[src/rtl/fifo_ptr_pkg.sv]
// fifo_ptr_pkg: pointer type and Gray/binary helpers shared by the async FIFO pointer controllers.
package fifo_ptr_pkg;
  // One spare bit above the widest legal pointer (ASIZE=12) keeps callers' upper slices non-empty.
  localparam int PTR_MAX_W = 14;
  typedef logic [PTR_MAX_W-1:0] ptr_t;
  function automatic int depth_of(input int asize);
    return 1 << asize;
  endfunction
  // Operands are zero-extended into ptr_t, so both conversions are exact for any width up to PTR_MAX_W.
  function automatic ptr_t bin2gray(input ptr_t b);
    return b ^ (b >> 1);
  endfunction
  function automatic ptr_t gray2bin(input ptr_t g);
    ptr_t b;
    b[PTR_MAX_W-1] = g[PTR_MAX_W-1];
    for (int i = PTR_MAX_W - 2; i >= 0; i--) b[i] = b[i+1] ^ g[i];
    return b;
  endfunction
endpackage

[src/rtl/gray_sync2.sv]
// gray_sync2: two-flop synchronizer for Gray pointers crossing clock domains, async active-high reset.
module gray_sync2 #(
  parameter int W = 1
) (
  input  logic         clk,
  input  logic         reset,
  input  logic [W-1:0] d,
  output logic [W-1:0] q
);
  logic [W-1:0] s1;
  always_ff @(posedge clk or posedge reset)
    if (reset) begin
      s1 <= '0;
      q  <= '0;
    end else begin
      s1 <= d;
      q  <= s1;
    end
endmodule

[src/rtl/fifo_wptr_full_ctrl.sv]
// fifo_wptr_full_ctrl: write-side pointer, full/almost-full/level status of a Gray-code async FIFO.
// Define WPTR_OVF_CHECK_EN to build the sticky wovf overflow flag; otherwise wovf is tied low.
module fifo_wptr_full_ctrl
  import fifo_ptr_pkg::*;
#(
  parameter int ASIZE        = 4,
  parameter int AFULL_THRESH = 2
) (
  input  logic             clk,
  input  logic             reset,
  input  logic             winc,
  input  logic [ASIZE:0]   rptr_gray_async,
  output logic [ASIZE-1:0] waddr,
  output logic [ASIZE:0]   wptr_gray,
  output logic             wfull,
  output logic             walmost_full,
  output logic [ASIZE:0]   wcount,
  output logic             wovf
);
  localparam logic [ASIZE:0] DEPTH_W = (ASIZE+1)'(depth_of(ASIZE));
  localparam logic [ASIZE:0] THRESH  = (ASIZE+1)'(AFULL_THRESH);
  logic [ASIZE:0] wbin, wbnext, wgnext, rq2, rbin, lvl;
  ptr_t wg_wide, rb_wide;
  logic wacc, unused_hi;
  gray_sync2 #(.W(ASIZE+1)) u_rsync (
    .clk   (clk),
    .reset (reset),
    .d     (rptr_gray_async),
    .q     (rq2)
  );
  assign wacc      = winc & ~wfull;
  assign wbnext    = wbin + {{ASIZE{1'b0}}, wacc};
  assign wg_wide   = bin2gray(ptr_t'(wbnext));
  assign wgnext    = wg_wide[ASIZE:0];
  assign rb_wide   = gray2bin(ptr_t'(rq2));
  assign rbin      = rb_wide[ASIZE:0];
  assign lvl       = wbnext - rbin;
  assign unused_hi = ^{wg_wide[PTR_MAX_W-1:ASIZE+1], rb_wide[PTR_MAX_W-1:ASIZE+1]};
  assign waddr     = wbin[ASIZE-1:0];
  // Full when the next write pointer equals the synced read pointer with its top two Gray bits inverted.
  always_ff @(posedge clk or posedge reset)
    if (reset) begin
      wbin         <= '0;
      wptr_gray    <= '0;
      wfull        <= 1'b0;
      walmost_full <= 1'b0;
      wcount       <= '0;
    end else begin
      wbin         <= wbnext;
      wptr_gray    <= wgnext;
      wfull        <= wgnext == {~rq2[ASIZE:ASIZE-1], rq2[ASIZE-2:0]};
      walmost_full <= (DEPTH_W - lvl) <= THRESH;
      wcount       <= lvl;
    end
`ifdef WPTR_OVF_CHECK_EN
  always_ff @(posedge clk or posedge reset)
    if (reset) wovf <= 1'b0;
    else wovf <= wovf | (winc & wfull);
`else
  assign wovf = 1'b0;
`endif
endmodule

[config.mk]
export PLATFORM = sky130hd
export DESIGN_NAME = fifo_wptr_full_ctrl
export DESIGN_NICKNAME = d
export VERILOG_FILES = /design/src/rtl/fifo_ptr_pkg.sv /design/src/rtl/gray_sync2.sv /design/src/rtl/fifo_wptr_full_ctrl.sv
export SDC_FILE = /design/constraint.sdc
export NUM_CORES = 1
export LEC_CHECK = 0
export CAP_MARGIN = 25
export CORE_ASPECT_RATIO = 0.7
export CORE_UTILIZATION = 53
export CTS_CLUSTER_SIZE = 40
export DETAILED_ROUTE_END_ITERATION = 6
export HOLD_SLACK_MARGIN = 0.03
export PLACE_DENSITY = 0.88
export SLEW_MARGIN = 20
export SYNTH_ARGS = -nofsm -noshare
export SYNTH_HDL_FRONTEND = slang
export SYNTH_HIERARCHICAL = 1
export SYNTH_SLANG_ARGS = --single-unit
[constraint.sdc]
create_clock -name clk -period 8.53 [get_ports clk]
set_clock_uncertainty 0.15 [all_clocks]
set_input_delay 0.853 -clock clk [delete_from_list [all_inputs] [get_ports clk]]
set_output_delay 0.853 -clock clk [all_outputs]
set_load 0.01 [all_outputs]
==> results.sh, run 1 <==
export IMPL_coreArea_um2=1980
export IMPL_wirelength_mm=1.97
export IMPL_r2r_slack_ps=4760
export IMPL_layout_cells_non_filler=145
export IMPL_rows=13
export IMPL_clock_fmax_mhz=260
export IMPL_nets=133
export IMPL_dpl_cell_count=141
export IMPL_nFillCells=147
export IMPL_die_h_um=41.7
export IMPL_post_cts_resize_count=0
export IMPL_cts_made_buffers=3
export IMPL_p_leak_nw=0.706
export IMPL_vias=720
export IMPL_syn_inst=89
export IMPL_wl_per_cell_um=13.6
export IMPL_antenna_left=0
export IMPL_synth_ff_latch_count=26
export IMPL_r2r_cells=12
export IMPL_grt_pass1_wl_mm=3.27
export IMPL_slew_headroom_pct=62.1
export IMPL_cts_hold_buf=0
export IMPL_cts_sinks=26
export IMPL_hold_path_class="reg2reg"
export IMPL_port_buffers=23
export IMPL_cap_violations=0
export IMPL_tightest_slew_ps=569
export IMPL_rsz0062_at_grt="false"
export IMPL_synth_nets=106
export IMPL_globalRouteOverflowTotal=0
export IMPL_drive_gt1_share_pct=7.83
export IMPL_first_pass_iters=4
export IMPL_start_util_pct=60.0
export IMPL_vdd_ir_drop_max_uv=226
export IMPL_hold_path_endpoint="u_rsync/q[3]"
export IMPL_multi_input_area_um2=507
export IMPL_drt_iter0_drc=9
export IMPL_hold_viol=0
export IMPL_grt_start_max_net_pins=17
export IMPL_cts_clk_slew_worst_paths_ps=130
export IMPL_min_period_ps=3850
export IMPL_syn2layout_area_growth_pct=26.3
export IMPL_holdWs_ps=212
export IMPL_grt_total_usage_pct=18.7
export IMPL_crit_type="in2reg"
export IMPL_grt_pass1_vias=710
export IMPL_hp_start="u_rsync/s1[3]"
export IMPL_synthTopCellsByArea="dfrtp_1 (55%), xor2_1 (9.6%), ha_1 (8.4%)"
export IMPL_io_pins=25
export IMPL_required_ps=8620
export IMPL_yosysSeqAreaShare_pct=54.6
export IMPL_hold_depth=0
export IMPL_htree_levels=1
export IMPL_clkLatencyLatePin_ps=320
export IMPL_synth_top_flop_cell="dfrtp_1"
export IMPL_gp_congestion=0.851
export IMPL_r2r_start="u_rsync/q[4]"
export IMPL_ys_warn_count=6
export IMPL_n_antenna_cell=0
export IMPL_cts_tree="yes"
export IMPL_setup_viol=0
export IMPL_run_status="finished clean"
export IMPL_p_per_area_nw_per_um2=471
export IMPL_path_max_fanout=5
export IMPL_cp_end_kind="flip-flop"
export IMPL_avgSynthCellArea_um2=13.4
export IMPL_post_cts_setup_buffers=0
export IMPL_dieArea_um2=2440
export IMPL_fin_setup_tns_ps=0
export IMPL_seq_area_um2=651
export IMPL_ys_types=27
export IMPL_synthTopCellsByCount="dfrtp_1 (26), xor2_1 (13), ha_1 (8), inv_1 (7), xnor2_1 (6)"
export IMPL_dp_hpwl_mm=1.61
export IMPL_root_buffer="clkbuf_4"
export IMPL_cp_start_kind="primary input"
export IMPL_synth_top_area_share_pct=54.6
export IMPL_synth_top_cell_by_area="dfrtp_1"
export IMPL_antenna_found_initial=0
export IMPL_reg2reg_to="walmost_full"
export IMPL_synth_edf_count=0
export IMPL_viasPerCell=4.97
export IMPL_yosysMostFrequentCell="dfrtp_1"
export IMPL_drc_errors=0
export IMPL_finalCritPeriodShare_pct=45.1
export IMPL_clockBufferDepth=2
export IMPL_synth_area_um2=1190
export IMPL_slew_viol_final=0
export IMPL_dieWidth_um=58.7
export IMPL_async_reset_ff_share_pct=100
export IMPL_critPathArrivalTime_ps=3940
-- cell families (layout without fill, tap and decap cells) --
| logic type | count (synthesis) | count (layout) | share of synthesized area [%] |
|---|---|---|---|
| buffers and inverters | 8 | 34 | 2.84 |
| adder cells (fa/ha/maj) | 9 | 9 | 10.1 |
| flip-flops | 26 | 26 | 54.6 |
| AO/OA/AOI/OAI | 6 | 6 | 3.68 |
| AND/OR/NAND/NOR | 16 | 16 | 7.77 |
| XOR/XNOR | 22 | 22 | 19.7 |
| other | 1 | 1 | 0.315 |
| multiplexers | 1 | 1 | 0.945 |
-- layout by cell type (no fill, tap or decap) --
master            n
nor4_1            1
dfrtp_1          26
nor2b_1           2
nand3_1           1
and3_1            1
a221oi_2          1
xnor2_1           6
xnor3_2           1
clkbuf_4          3
a31oi_1           1
nor2_1            3
nand2_1           2
nand3b_1          1
a21o_1            1
fa_1              1
a21oi_1           3
nand2b_1          1
xor2_1           13
or3_1             1
clkdlybuf4s50_1  23
or3_2             1
mux2_2            1
and3_4            1
xnor3_1           2
inv_1             7
ha_1              8
bufinv_16         1
nor3_1            1
conb_1            1
-- through the flow --
stage / total power [W] / cell area, µm² / worst slack (ps) / util, %
floorplan: 0.000477 / 1190 / 5030 / -
global placement: 0.000597 / 1450 / 4490 / 73.1
detailed placement: 0.000624 / 1450 / 4370 / 73.1
CTS: 0.000707 / 1500 / 4710 / 75.8
global route: 0.000757 / 1500 / 4570 / 75.8
finish: 0.000709 / 1500 / 4680 / 75.8
-- worst max-delay path, cell delays in order --
cell	delay, ps
clkdlybuf4s50_1	440
nor2b_1	120
ha_1	220
ha_1	290
xor2_1	400
ha_1	360
xor2_1	210
or3_2	440
or3_1	370
a221oi_2	230
-- state kept, by name, indices dropped and copies added, names as in the netlist --
signal and cells:
wbin 5, u_rsync/q 5, wcount 5, wfull 1, wptr_gray 4, walmost_full 1, u_rsync/s1 5
-- layout make-up --
type / count / share of cell area [%]
Tap cell: 30 / 2.50
Clock buffer: 3 / 1.50
Sequential cell: 26 / 43.3
Clock inverter: 1 / 2.00
Multi-Input combinational cell: 55 / 33.7
Timing Repair Buffer: 23 / 15.3
Inverter: 7 / 1.75
-- routing by layer --
metal	track usage, %	wire (µm)	up-vias
li1	-	-	342
met2	31.7	956	25
met4	2.86	8	0
met5	0	0	-
met1	23.5	893	351
met3	6.54	112	2
-- power breakdown --
part	switching, W	internal [W]	leakage, nW
Clock	0.0000332	0.0000475	0.0279
Sequential	0.0000259	0.000167	0.308
Combinational	0.000217	0.000218	0.370
Total	0.000276	0.000433	0.706
-- how the worst max path moves through the flow --
stage / cells past startpoint / from / slack, ps / end
6_report: 10 / winc / 4680 / walmost_full
5_1_grt: 11 / winc / 4570 / walmost_full
4_1_cts: 11 / winc / 4710 / walmost_full
3_5_place_dp: 10 / winc / 4370 / walmost_full
3_3_place_gp: 10 / winc / 4490 / walmost_full
2_1_floorplan: 9 / winc / 5030 / walmost_full
No activity file was read; power rests on OpenSTA's default activity.
==> run 2: changes to the inputs <==
--- a/config.mk
+++ b/config.mk
@@ -7,11 +7,11 @@
 export LEC_CHECK = 0
 export CAP_MARGIN = 25
 export CORE_ASPECT_RATIO = 0.7
-export CORE_UTILIZATION = 53
+export CORE_UTILIZATION = 44
 export CTS_CLUSTER_SIZE = 40
 export DETAILED_ROUTE_END_ITERATION = 6
 export HOLD_SLACK_MARGIN = 0.03
-export PLACE_DENSITY = 0.88
+export PLACE_DENSITY = 0.79
 export SLEW_MARGIN = 20
 export SYNTH_ARGS = -nofsm -noshare
 export SYNTH_HDL_FRONTEND = slang
==> constraint.sdc (replaced) <==
create_clock -name clk -period 3.11 [get_ports clk]
set_clock_uncertainty 0.15 [all_clocks]
set_input_delay 0.311 -clock clk [delete_from_list [all_inputs] [get_ports clk]]
set_output_delay 0.311 -clock clk [all_outputs]
set_load 0.01 [all_outputs]
==> run 2 against run 1 <==
- cell count increased by 19%
- non-clock buffer count increased by 24
- wire length increased by 18%
- count of clock-buffer cells in the layout increased by 1
- design area increased by 16%
- combinational power increased to 3.5 times the previous value
- core utilization decreased by 6.6 points
- the flow now finishes with violations (negative setup slack)
==> results.sh, run 2 (synthesized netlist as in run 1, its figures left out) <==
export IMPL_run_status="finished with violations"
export IMPL_violations="negative setup slack"
export IMPL_cp_end_kind="flip-flop"
export IMPL_nets=157
export IMPL_crit_type="reg2reg"
export IMPL_syn2layout_area_growth_pct=46.0
export IMPL_cts_made_buffers=3
export IMPL_slew_headroom_pct=61.9
export IMPL_drc_errors=0
export IMPL_cp_start_kind="flip-flop"
export IMPL_wirelength_mm=2.33
export IMPL_cts_sinks=26
export IMPL_io_pins=25
export IMPL_critPathArrivalTime_ps=3420
export IMPL_cts_tree="yes"
export IMPL_cap_violations=0
export IMPL_clockBufferDepth=2
export IMPL_dieWidth_um=64.2
export IMPL_tightest_slew_ps=571
export IMPL_viasPerCell=4.62
export IMPL_hold_viol=0
export IMPL_required_ps=3150
export IMPL_finalCritPeriodShare_pct=109
export IMPL_port_buffers=23
export IMPL_clkLatencyLatePin_ps=270
export IMPL_slew_viol_final=0
export IMPL_setup_ws_ps=-273
export IMPL_layout_common_cells="dfrtp_1 (26), buf_4 (24), clkdlybuf4s50_1 (23)"
export IMPL_holdWs_ps=205
export IMPL_min_period_ps=3380
export IMPL_drt_iter0_drc=23
export IMPL_globalRouteOverflowTotal=0
export IMPL_grt_pass1_vias=812
export IMPL_antenna_found_initial=0
export IMPL_start_util_pct=47.4
export IMPL_drive_gt1_share_pct=30.2
export IMPL_dp_slack_ps=-411
export IMPL_antenna_left=0
export IMPL_grt_start_max_net_pins=17
export IMPL_grt_total_usage_pct=17.8
export IMPL_dpl_cell_count=162
export IMPL_layout_cells_non_filler=173
export IMPL_htree_levels=1
export IMPL_nFillCells=180
export IMPL_cts_clk_slew_worst_paths_ps=90
export IMPL_path_max_fanout=2
export IMPL_root_buffer="clkbuf_8"
export IMPL_die_h_um=45.5
export IMPL_hold_path_class="reg2reg"
export IMPL_coreArea_um2=2510
export IMPL_first_pass_iters=4
export IMPL_rows=15
export IMPL_vdd_ir_drop_max_uv=691
export IMPL_setup_viol=1
export IMPL_grt_pass1_wl_mm=3.67
export IMPL_clock_fmax_mhz=296
export IMPL_n_antenna_cell=0
export IMPL_gp_congestion=0.826
export IMPL_rsz0062_at_grt="true"
export IMPL_p_leak_nw=0.829
export IMPL_final_util_pct=69.2
export IMPL_p_per_area_nw_per_um2=1300
export IMPL_wl_per_cell_um=13.5
export IMPL_dieArea_um2=2920
export IMPL_vias=800
export IMPL_final_common_cell="dfrtp_1"
export IMPL_dp_hpwl_mm=1.75
[run 2: cell count changes in the layout (fill, tap and decap cells not counted), moves of 2 or more]
cell      previous run  this run
buf_4                0        24
clkbuf_4             3         0
clkbuf_8             0         4
ha_1                 8         6
inv_1                7         5
inv_2                0         2
xor2_1              13        11
xor2_2               0         2
[run 2: cell type report]
type	count	area (µm²)	area share, %
flip-flops and latches	26	651	37.4
multi-input cells	55	554	31.9
repair buffers	47	410	23.6
clock buffers	4	55.1	3.17
well taps	34	42.5	2.45
inverters	7	26.3	1.51
[run 2: repair_timing]
item                       CTS  global route
setup buffers                3             4
setup endpoints to repair    1             1
hold buffers                 0             0
pin swaps                    9             6
resized for setup            3             2
[run 2: path summary, 6_finish.rpt]
path                       cells after the start     startpoint           end  slack (ps)
min                                            0  u_rsync/s1[0]  u_rsync/q[0]         200
min in group asynchronous                      2          reset  u_rsync/q[4]         240
max                                           12   u_rsync/q[3]  walmost_full        -270
max in group asynchronous                      2          reset     wcount[0]        2100
min reg2reg                                    0  u_rsync/s1[0]  u_rsync/q[0]         200
max reg2reg                                   12   u_rsync/q[3]  walmost_full        -270
[run 2: stage by stage]
| step | power [W] | setup TNS (ps) | instance area (µm²) |
|---|---|---|---|
| 2_1_floorplan | 0.00133 | -269 | 1210 |
| 3_3_place_gp | 0.00186 | -299 | 1600 |
| 3_5_place_dp | 0.00194 | -411 | 1600 |
| 4_1_cts | 0.00224 | -287 | 1690 |
| 5_1_grt | 0.00242 | -394 | 1740 |
| 6_report | 0.00226 | -273 | 1740 |
[run 2: critical path, cell delays in order, from the launching register on]
cell	delay, ps
dfrtp_1	420
xnor2_2	240
xor2_2	240
xor2_2	190
xnor2_1	150
ha_2	210
inv_2	40
fa_2	560
inv_2	50
ha_4	150
xnor3_1	350
or3_1	330
a221oi_2	210
[run 2: layer usage]
| metal | GRT usage [%] | routed length, µm | up-vias |
|---|---|---|---|
| li1 | - | - | 389 |
| met4 | 5.78 | 31 | 0 |
| met2 | 31.7 | 1210 | 24 |
| met1 | 21.5 | 978 | 383 |
| met3 | 5.25 | 109 | 4 |
| met5 | 0 | 0 | - |
[run 2: power by group]
| part | leakage, nW | internal, W | switching (W) |
|---|---|---|---|
| clock network | 0.0288 | 0.000113 | 0.0000998 |
| logic | 0.492 | 0.000854 | 0.000661 |
| registers | 0.308 | 0.000459 | 0.0000685 |
==> run 3: changes to the inputs <==
--- a/config.mk
+++ b/config.mk
@@ -5,7 +5,7 @@
 export SDC_FILE = /design/constraint.sdc
 export NUM_CORES = 1
 export LEC_CHECK = 0
-export CAP_MARGIN = 25
+export CAP_MARGIN = 10
 export CORE_ASPECT_RATIO = 0.7
 export CORE_UTILIZATION = 44
 export CTS_CLUSTER_SIZE = 40
==> results of run 3 <==
No change in the layout: final DEF, timing and power equal those of run 2.
